File: src/rtl/uart_tx_arbiter.sv
`default_nettype none
// ============================================================================
// Module      : uart_tx_arbiter
// Description : Round-robin sharing of one UART transmitter among NREQ byte
//               requesters. Each requester owns a one-byte holding slot with
//               a valid/ready handshake. The transmitter is driven through a
//               start pulse and watched through its busy flag; a transmitter
//               that never goes busy raises a sticky error.
// Revision    : 1.0 - initial release
// ============================================================================
module uart_tx_arbiter #(
    parameter int NREQ       = 4,
    parameter int START_WAIT = 8
) (
    input  logic                    sys_clk,
    input  logic                    sys_rst_n,
    input  logic [NREQ-1:0]         req_valid,
    input  logic [8*NREQ-1:0]       req_data,
    output logic [NREQ-1:0]         req_ready,
    output logic                    tx_start,
    output logic [7:0]              tx_data,
    input  logic                    tx_busy,
    output logic [$clog2(NREQ)-1:0] grant_id,
    output logic                    active,
    output logic                    err,
    input  logic                    err_clr
);

    localparam int IW = $clog2(NREQ);
    localparam int CW = $clog2(START_WAIT) + 1;

    typedef enum logic [1:0] {
        S_IDLE      = 2'd0,
        S_ISSUE     = 2'd1,
        S_WAIT_BUSY = 2'd2,
        S_WAIT_DONE = 2'd3
    } state_t;

    state_t                 state_q, state_d;
    logic [NREQ-1:0]        full_q, full_d;
    logic [NREQ-1:0][7:0]   slot_q, slot_d;
    logic [IW-1:0]          last_q, last_d;
    logic [IW-1:0]          grant_q, grant_d;
    logic [CW-1:0]          cnt_q, cnt_d;
    logic                   tx_start_q, tx_start_d;
    logic [7:0]             tx_data_q, tx_data_d;
    logic                   err_q, err_d;

    logic                   pick_found;
    logic [IW-1:0]          pick_idx;
    logic [IW:0]            rr_sum;

    assign req_ready = ~full_q;
    assign tx_start  = tx_start_q;
    assign tx_data   = tx_data_q;
    assign grant_id  = grant_q;
    assign active    = (state_q != S_IDLE);
    assign err       = err_q;

    // Round-robin search: first full slot after the last served one, wrapping modulo NREQ.
    always_comb begin
        pick_found = 1'b0;
        pick_idx   = '0;
        rr_sum     = '0;
        for (int off = 1; off <= NREQ; off++) begin
            rr_sum = {1'b0, last_q} + (IW+1)'(off);
            if (rr_sum >= (IW+1)'(NREQ)) begin
                rr_sum = rr_sum - (IW+1)'(NREQ);
            end
            if (!pick_found && full_q[rr_sum[IW-1:0]]) begin
                pick_found = 1'b1;
                pick_idx   = rr_sum[IW-1:0];
            end
        end
    end

    // Next-state logic: slot acceptance, sequencing FSM and sticky error.
    always_comb begin
        state_d    = state_q;
        full_d     = full_q;
        slot_d     = slot_q;
        last_d     = last_q;
        grant_d    = grant_q;
        cnt_d      = cnt_q;
        tx_start_d = 1'b0;
        tx_data_d  = tx_data_q;
        err_d      = err_q;

        // Clear first so that a timeout in the same cycle overrides it.
        if (err_clr) begin
            err_d = 1'b0;
        end

        // A full slot never accepts, so a slot being freed this cycle stays empty.
        for (int i = 0; i < NREQ; i++) begin
            if (req_valid[i] && !full_q[i]) begin
                full_d[i] = 1'b1;
                slot_d[i] = req_data[8*i +: 8];
            end
        end

        case (state_q)
            S_IDLE: begin
                if (pick_found) begin
                    grant_d = pick_idx;
                    state_d = S_ISSUE;
                end
            end
            S_ISSUE: begin
                tx_start_d      = 1'b1;
                tx_data_d       = slot_q[grant_q];
                full_d[grant_q] = 1'b0;
                last_d          = grant_q;
                cnt_d           = '0;
                state_d         = S_WAIT_BUSY;
            end
            S_WAIT_BUSY: begin
                if (tx_busy) begin
                    state_d = S_WAIT_DONE;
                end else if (cnt_q == CW'(START_WAIT - 1)) begin
                    // Transmitter never responded: drop the byte, no retry.
                    err_d   = 1'b1;
                    state_d = S_IDLE;
                end else begin
                    cnt_d = cnt_q + CW'(1);
                end
            end
            S_WAIT_DONE: begin
                if (!tx_busy) begin
                    state_d = S_IDLE;
                end
            end
            default: begin
                state_d = S_IDLE;
            end
        endcase
    end

    // FSM state register.
    always_ff @(posedge sys_clk or negedge sys_rst_n) begin
        if (!sys_rst_n) begin
            state_q <= S_IDLE;
        end else begin
            state_q <= state_d;
        end
    end

    // Datapath registers; the rr pointer resets to NREQ-1 so requester 0 goes first.
    always_ff @(posedge sys_clk or negedge sys_rst_n) begin
        if (!sys_rst_n) begin
            full_q     <= '0;
            slot_q     <= '0;
            last_q     <= IW'(NREQ - 1);
            grant_q    <= '0;
            cnt_q      <= '0;
            tx_start_q <= 1'b0;
            tx_data_q  <= '0;
            err_q      <= 1'b0;
        end else begin
            full_q     <= full_d;
            slot_q     <= slot_d;
            last_q     <= last_d;
            grant_q    <= grant_d;
            cnt_q      <= cnt_d;
            tx_start_q <= tx_start_d;
            tx_data_q  <= tx_data_d;
            err_q      <= err_d;
        end
    end

endmodule
`default_nettype wire

File: config.mk
export PLATFORM = sky130hd
export DESIGN_NAME = uart_tx_arbiter
export DESIGN_NICKNAME = d
export VERILOG_FILES = /design/src/rtl/uart_tx_arbiter.sv
export SDC_FILE = /design/constraint.sdc
export NUM_CORES = 1
export LEC_CHECK = 0
export CORE_ASPECT_RATIO = 1.4
export CORE_MARGIN = 4
export CORE_UTILIZATION = 45
export CTS_CLUSTER_SIZE = 14
export DETAILED_ROUTE_END_ITERATION = 8
export PLACE_DENSITY = 0.75
export SYNTH_ARGS = -nofsm -noshare
export SYNTH_HDL_FRONTEND = slang
export SYNTH_SLANG_ARGS = --single-unit
File: constraint.sdc
create_clock -name sys_clk -period 1.4 [get_ports sys_clk]
set_clock_uncertainty 0.05 [all_clocks]
set_input_delay 0.28 -clock sys_clk [delete_from_list [all_inputs] [get_ports sys_clk]]
set_output_delay 0.28 -clock sys_clk [all_outputs]
set_load 0.02 [all_outputs]
### Word level (Yosys, flattened, before mapping)

Cells that the tools add are included.

| storage, ports and cells | value |
|---|---|
| word-level logic and storage cells | 106 |
| input port bits | 40 |
| register bits after elaboration | 56 |
| output and inout bits | 17 |

| cells by class | value |
|---|---|
| magnitude comparators | 10 |
| bitwise gates (word level) | 3 |
| add/subtract/negate cells | 9 |
| eq/ne operators | 9 |
| mux-type cells | 42 |
| reductions and logical operators | 21 |

Operators by type and width:

| kind | number |
|---|---|
| $mux W2 | 12 |
| $mux W1 | 18 |
| $bmux W8 S2 | 1 |
| $lt A2 B3 Y1 const B | 5 |
| $ge A3 B3 Y1 const B | 4 |
| $mux W4 | 3 |
| $bmux W1 S2 | 4 |
| $logic_and A1 B1 Y1 | 8 |
| $mux W8 | 1 |
| $ne A2 B2 Y1 const B | 4 |
| $not A4 Y4 | 2 |
| $pmux W2 S4 | 1 |
| $pmux W4 S2 | 1 |
| $sub A2 B1 Y2 const B | 4 |
| $logic_not A1 Y1 | 7 |
| $add A2 B2 Y3 const B | 2 |
| $reduce_and A3 Y1 | 2 |
| $add A4 B1 Y4 const B | 1 |
| $and A4 B4 Y4 | 1 |
| $eq A2 B2 Y1 const B | 2 |
| $eq A4 B3 Y1 const B | 1 |
| $reduce_bool A2 Y1 | 2 |
| $add A2 B1 Y3 const B | 1 |
| $add A2 B3 Y3 const B | 1 |
| other kinds (6) | 6 |

### Logic depth before layout (Yosys ltp)

Gate-level depths: netlist (run 1).

| logic depth | value |
|---|---|
| depth after elaboration | 17 |
| gate-level depth with buffers | 5 |
| gate-level depth less buffers | 5 |

### Worst setup path before layout (run 1)

No wires, ideal clock.

| timing | value |
|---|---|
| path kind | register to register |
| start point | register grant_q[0] (netlist: grant_id[0]) |
| end point | register tx_data_q[4] (netlist: tx_data[4]) |
| library setup time | 0.117 ns |
| slack | -0.075 ns |
| arrival time | 1.308 ns |
| clock period less this slack | 1.475 ns |
| buffers on the path | 2 |
| stages on the path, launching flop included | 6 |
| required time | 1.233 ns |
| cell sequence | dfrtp_1 buf_6 buf_12 mux4_2 nand2_1 nand2_1 |

| on the way | value |
|---|---|
| cells in the longest elaborated chain, start to end | 2 |

RTL lines:

| item | line | text |
|---|---|---|
| start, declared | 43 | `logic [IW-1:0] grant_q, grant_d;` |
| start signal, assigned | 163 | `grant_q <= grant_d;` |
| $bmux W8 S2 | 111 | `tx_data_d = slot_q[grant_q];` |
| $mux W8 (not written as such) | 111 |  |
| end signal, assigned | 166 | `tx_data_q <= tx_data_d;` |
| end, declared | 46 | `logic [7:0] tx_data_q, tx_data_d;` |

No other way between the ends. The select of a mux whose other input is x is not followed.
A chain may end at the register's enable or synchronous reset.

### Final worst setup path (run 1)

| timing | value |
|---|---|
| start point | register state_q[0] |
| end point | output port active |

| on the way | value |
|---|---|
| cells in the longest elaborated chain, start to end | 1 |

RTL lines:

| item | line | text |
|---|---|---|
| start, declared | 39 | `state_t state_q, state_d;` |
| start signal, assigned | 144 | `state_q <= state_d;` |
| $reduce_bool A2 Y1 | 57 | `assign active = (state_q != S_IDLE);` |
| end, declared | 24 | `output logic active,` |

No other way between the ends.

==> qor.yml, run 1 <==
die_w_um: 71.9
grt_max_degree: 57
period_minus_slack_ns: 1.42
root_buffer: "clkbuf_8"
cp.arrival_ns: 1.09
ys_seq_elements: 56
final_cell_mix: "dfrtp_1 (53), nand2_1 (38), clkdlybuf4s50_1 (38)"
routed_wl_mm: 5.71
layout_commonest_cell: "dfrtp_1"
initial_core_util: 0.466
critPathCaptureType: "output pin"
vias: 1896
detail-route-antenna-nets: 0
netlist_instances: 207
dp_cells: 348
port_buffers: 56
cts_tree: "built"
async_flop_share: 1.00
synth_area_per_cell_um2: 12.4
ir_drop_mv: 1.08
clockBufferDepth: 2
grt_usage: 0.170
cpPeakStageDelay_ns: 0.39
ys.warnings.count: 0
worstPathBufferInverterCount: 1
syn_nets: 248
drive_above_1_share: 0.355
seqCellArea_mm2: 0.00141
critPathMaxFanout: 2
area_growth_pct: 36.7
die_h_um: 97.5
start_kind: "register"
netlist_area_mm2: 0.00257
diodes: 0
hold_viol: 0
cts.htree.levels: 2
violations: "setup timing"
timing.final.ws_setup_ns: -0.0168
outcome: "complete, but fails checks"
dp_hpwl_mm: 4.21
dieArea_mm2: 0.00701
cp.depth: 2
tightestPinTransition_ns: 0.301
drt_iter0_markers: 68
wl_per_cell_um: 15.9
fillCellCount: 423
leakage_nw: 1.61
drc: 0
instances_no_fill: 358
grt-ovfl-total: 0
cts-buffers-inserted: 5
critPathKind: "register to output pin"
yosys-top-cells-area: "dfrtp_1 (52%), mux2_2 (14%), nand2_1 (5.5%), mux4_1 (4.1%), mux4_2 (3.5%)"
yosys_most_used_dff: "dfrtp_1"
synth_top_area_frac: 0.525
core_area_mm2: 0.00553
synth_edf_count: 0
nNetsFinal: 330
multi_input_area_mm2: 0.00109
worst-r2r-cell-count: 5
drv_slew: 0
antenna_found_initial: 0
gp_congestion: 0.801
drt_pass1_iterations: 4
setup_viol: 2
clkTransAtPathRegs_ns: 0.10
ys_types: 36
rsz0062_at_grt: "yes"
grt_pass1_wl_mm: 9.12
stdcell_area_mm2: 0.00352
ys_seq_area_frac: 0.545
rows: 32
ios: 57
drv_cap: 0
hold_class: "input port to asynchronous set/reset pin"
relSlewSlack: 0.797
crit_family: "flip-flops"
critPathSlowestCell: "dfrtp_1"
worstSkewPairLatency_ns: 0.31
total_power_mw: 7.23
grt_pass1_vias: 1907
placed_area_mm2: 0.00339
yosysTopAreaCell: "dfrtp_1"
p_per_area_mw_per_mm2: 2050
clock.fmax_mhz: 706
clock-sinks: 56
crit_chain: "or2_4, buf_6"
period_share: 1.01
crit_required_ns: 1.07
viasPerCell: 5.30
## Yosys cell counts (2+ instances only)
| cell | number |
|---|---|
| a21o_1 | 3 |
| a21oi_1 | 6 |
| a22o_1 | 4 |
| a31oi_1 | 3 |
| buf_2 | 10 |
| clkbuf_1 | 2 |
| dfrtp_1 | 54 |
| dfstp_2 | 2 |
| inv_1 | 6 |
| mux2_2 | 32 |
| mux4_1 | 4 |
| mux4_2 | 4 |
| nand2_1 | 38 |
| nand2b_1 | 3 |
| nor2_1 | 7 |
| nor2b_1 | 5 |
| nor3_1 | 3 |
| o21ai_0 | 3 |
## area by class of cell
class,instances,area share
sequential,56,0.399
multi-input combinational,131,0.311
timing repair buffer,89,0.233
tap,68,0.0242
clock buffer,5,0.0195
clock inverter,3,0.00711
inverter,6,0.00640
## worst min-delay path, stage by stage
cell and delay (ns):
dlygate4sd3_1 0.52, buf_2 0.12, buf_12 0.26
## state kept, by name, indices dropped and copies added (netlist names)
signal	count
slot_q	32
full_q	4
cnt_q	4
tx_start	1
err	1
state_q	2
last_q	2
grant_id	2
tx_data	8
## kinds of logic after synthesis
family	after synthesis	share of synthesized area
AND/OR/NAND/NOR	61	0.105
flip-flops	56	0.545
multiplexers	41	0.220
AO/OA/AOI/OAI	27	0.0787
buffers and inverters	20	0.0432
XOR/XNOR	1	0.00340
adder cells (fa/ha/maj)	1	0.00486
## repair_timing
| action | in CTS | in global routing |
|---|---|---|
| setup endpoints to repair | 29 | 37 |
| endpoints found under the hold margin | 54 | 0 |
| resized for setup | 40 | 24 |
| pin swaps | 5 | 4 |
| hold buffers | 1 | 0 |
| buffers inserted | 0 | 1 |
## metrics by stage
stage               hold WS (ns)  utilization  TNS (ns)  worst slack [ns]
floorplan                -0.0656            -   -0.0412           -0.0103
global placement           0.254        0.613     -7.24            -0.257
detailed placement         0.252        0.613     -7.44            -0.256
CTS                        0.440        0.632   -0.0662           -0.0500
global route               0.461        0.637    -0.226           -0.0639
finish                     0.424        0.637   -0.0200           -0.0168
## final timing paths
path	from	end	slack (ns)
setup / recovery	state_q[0]	active	-0.02
hold / removal	sys_rst_n	state_q[1]	0.42
setup reg to reg	state_q[0]	grant_id[1]	0
hold reg to reg	tx_data[7]	tx_data[7]	0.44
max in group asynchronous	sys_rst_n	last_q[0]	0.57
min in group sys_clk	tx_data[7]	tx_data[7]	0.44
## power by group
part / internal [mW] / total [mW] / switching, mW
combinational: 1.93 / 3.46 / 1.53
clock: 0.366 / 0.921 / 0.555
sequential: 2.39 / 2.85 / 0.458
## routing by layer
layer  global-route usage  share of wire  routed length, um  vias up
met1                0.198           0.40               2270      951
li1                     -              -                  -      891
met4               0.0622          0.019                111        0
met5                    0              0                  0        -
met3               0.0300          0.040                231        8
met2                0.303           0.54               3100       46
No activity file was read; power rests on OpenSTA's default activity.
==> inputs of run 2 (changes only) <==
--- a/config.mk
+++ b/config.mk
@@ -5,6 +5,7 @@
 export SDC_FILE = /design/constraint.sdc
 export NUM_CORES = 1
 export LEC_CHECK = 0
+export CAP_MARGIN = 20
 export CORE_ASPECT_RATIO = 1.4
 export CORE_MARGIN = 4
 export CORE_UTILIZATION = 45
==> constraint.sdc (replaced) <==
create_clock -name sys_clk -period 1.2 [get_ports sys_clk]
set_clock_uncertainty 0.05 [all_clocks]
set_input_delay 0.24 -clock sys_clk [delete_from_list [all_inputs] [get_ports sys_clk]]
set_output_delay 0.24 -clock sys_clk [all_outputs]
set_load 0.1 [all_outputs]
==> qor.yml, run 2 (same netlist as run 1, synthesis figures left out) <==
leakage_nw: 1.94
drc: 0
clkTransAtPathRegs_ns: 0.11
viasPerCell: 5.56
hold_class: "input port to asynchronous set/reset pin"
grt_usage: 0.214
worstSkewPairLatency_ns: 0.33
ios: 57
setup_viol: 70
layout_commonest_cell: "dfrtp_1"
dp_hpwl_mm: 4.35
routed_wl_mm: 7.37
crit_chain: "or2_4, buf_6, buf_12"
stdcell_area_mm2: 0.00433
die_h_um: 97.5
cp.arrival_ns: 1.26
vias: 2141
ir_drop_mv: 1.50
clock-sinks: 56
period_share: 1.29
place_ws_ns: -0.433
rows: 32
grt_pass1_wl_mm: 11.7
fillCellCount: 297
critPathSlowestCell: "dfrtp_1"
drv_cap: 0
top_register: "slot_q"
relSlewSlack: 0.797
antenna_found_initial: 0
violations: "setup timing"
swShare: 0.423
seqCellArea_mm2: 0.00142
period_minus_slack_ns: 1.55
hold_slack_ns: 0.367
crit_required_ns: 0.91
combPwrFrac: 0.635
cts_tree: "built"
placed_area_mm2: 0.00363
rsz0062_at_grt: "yes"
diodes: 0
area_growth_pct: 68.1
wl_per_cell_um: 19.1
critPathKind: "register to output pin"
p_seq_frac: 0.281
tightestPinTransition_ns: 0.304
critPathMaxFanout: 2
multi_input_area_mm2: 0.00136
drt_iter0_markers: 149
drv_slew: 0
fin_tns_setup_ns: -9.68
grt-ovfl-total: 0
drt_pass1_iterations: 4
intPower_mw: 7.31
clock.fmax_mhz: 644
critPathCaptureType: "output pin"
final_cell_mix: "dfrtp_1 (48), clkdlybuf4s50_1 (37), mux2_4 (32)"
die_w_um: 71.9
root_buffer: "clkbuf_8"
core_area_mm2: 0.00553
cpPeakStageDelay_ns: 0.40
gp_congestion: 0.824
grt_max_degree: 57
nNetsFinal: 357
dieArea_mm2: 0.00701
grt_pass1_vias: 2298
drive_above_1_share: 0.549
cts.htree.levels: 2
initial_core_util: 0.466
timing.final.ws_setup_ns: -0.352
largest_reg_flops: 32
hold_viol: 0
port_buffers: 56
outcome: "complete, but fails checks"
cts-buffers-inserted: 5
start_kind: "register"
clockPowerShare: 0.085
p_per_area_mw_per_mm2: 2930
p_switching_mw: 5.35
clockBufferDepth: 2
detail-route-antenna-nets: 0
run 2: cell types whose count changed in the layout (fill, tap and decap cells not counted), moves of 5 or more:
cell,previous run,this run
mux2_2,32,0
mux2_4,0,32
buf_12,2,20
buf_6,6,22
nand2_1,38,30
buf_4,25,31
clkdlybuf4s15_1,6,0
nand2_2,0,6
buf_2,6,1
dfrtp_1,53,48
inv_1,6,1
run 2: power groups by stage:
stage               combinational (mW)  sequential, mW  clock [mW]
floorplan                         3.08            4.45           0
global placement                  5.89            3.64           0
detailed placement                6.05            3.68           0
CTS                               7.57            3.50        1.08
global route                      8.35            3.65        1.15
finish                            8.03            3.55        1.07
run 2: area by class of cell:
| cell class | instances | share of cell area |
|---|---|---|
| clock inverters | 3 | 0.00491 |
| well taps | 68 | 0.0197 |
| multi-input cells | 131 | 0.315 |
| flip-flops and latches | 56 | 0.327 |
| inverters | 6 | 0.00925 |
| clock buffers | 5 | 0.0159 |
| repair buffers | 116 | 0.308 |
run 2: critical path, delay by kind of cell (launching register included):
family / cells / cell delay (ns)
buf+inv: 2 / 0.27
flops: 1 / 0.40
simple gates: 1 / 0.26
run 2: per-layer routing:
| metal | track usage | wire (um) |
|---|---|---|
| met1 | 0.260 | 2930 |
| met2 | 0.379 | 3990 |
| met3 | 0.0280 | 276 |
| met4 | 0.0781 | 176 |
| met5 | 0 | 0 |
run 2: final timing paths:
path,startpoint,endpoint,slack [ns],depth (start not counted)
worst min register to register,slot_q[5],slot_q[5],0.47,1
max in group asynchronous,sys_rst_n,last_q[0],0.44,3
worst max register to register,state_q[1],grant_id[0],-0.34,6
worst min-delay path,sys_rst_n,state_q[0],0.37,3
worst max-delay path,state_q[1],active,-0.35,3
min in group sys_clk,slot_q[5],slot_q[5],0.47,1
run 2: what timing repair did:
item	in CTS	in global routing
setup buffers	23	5
resized for setup	80	23
pin swaps	8	7
gates cloned	1	0
endpoints found under the setup margin	70	72
endpoints found under the hold margin	54	0
hold buffers	1	0
run 2: through the flow:
step | std cells | total power [mW] | util
final | 385 | 12.7 | 0.783
after global routing | 385 | 13.2 | 0.783
after CTS | 384 | 12.2 | 0.765
after detailed placement | 351 | 9.73 | 0.657
after global placement | 351 | 9.53 | 0.657
after floorplan | 207 | 7.53 | -
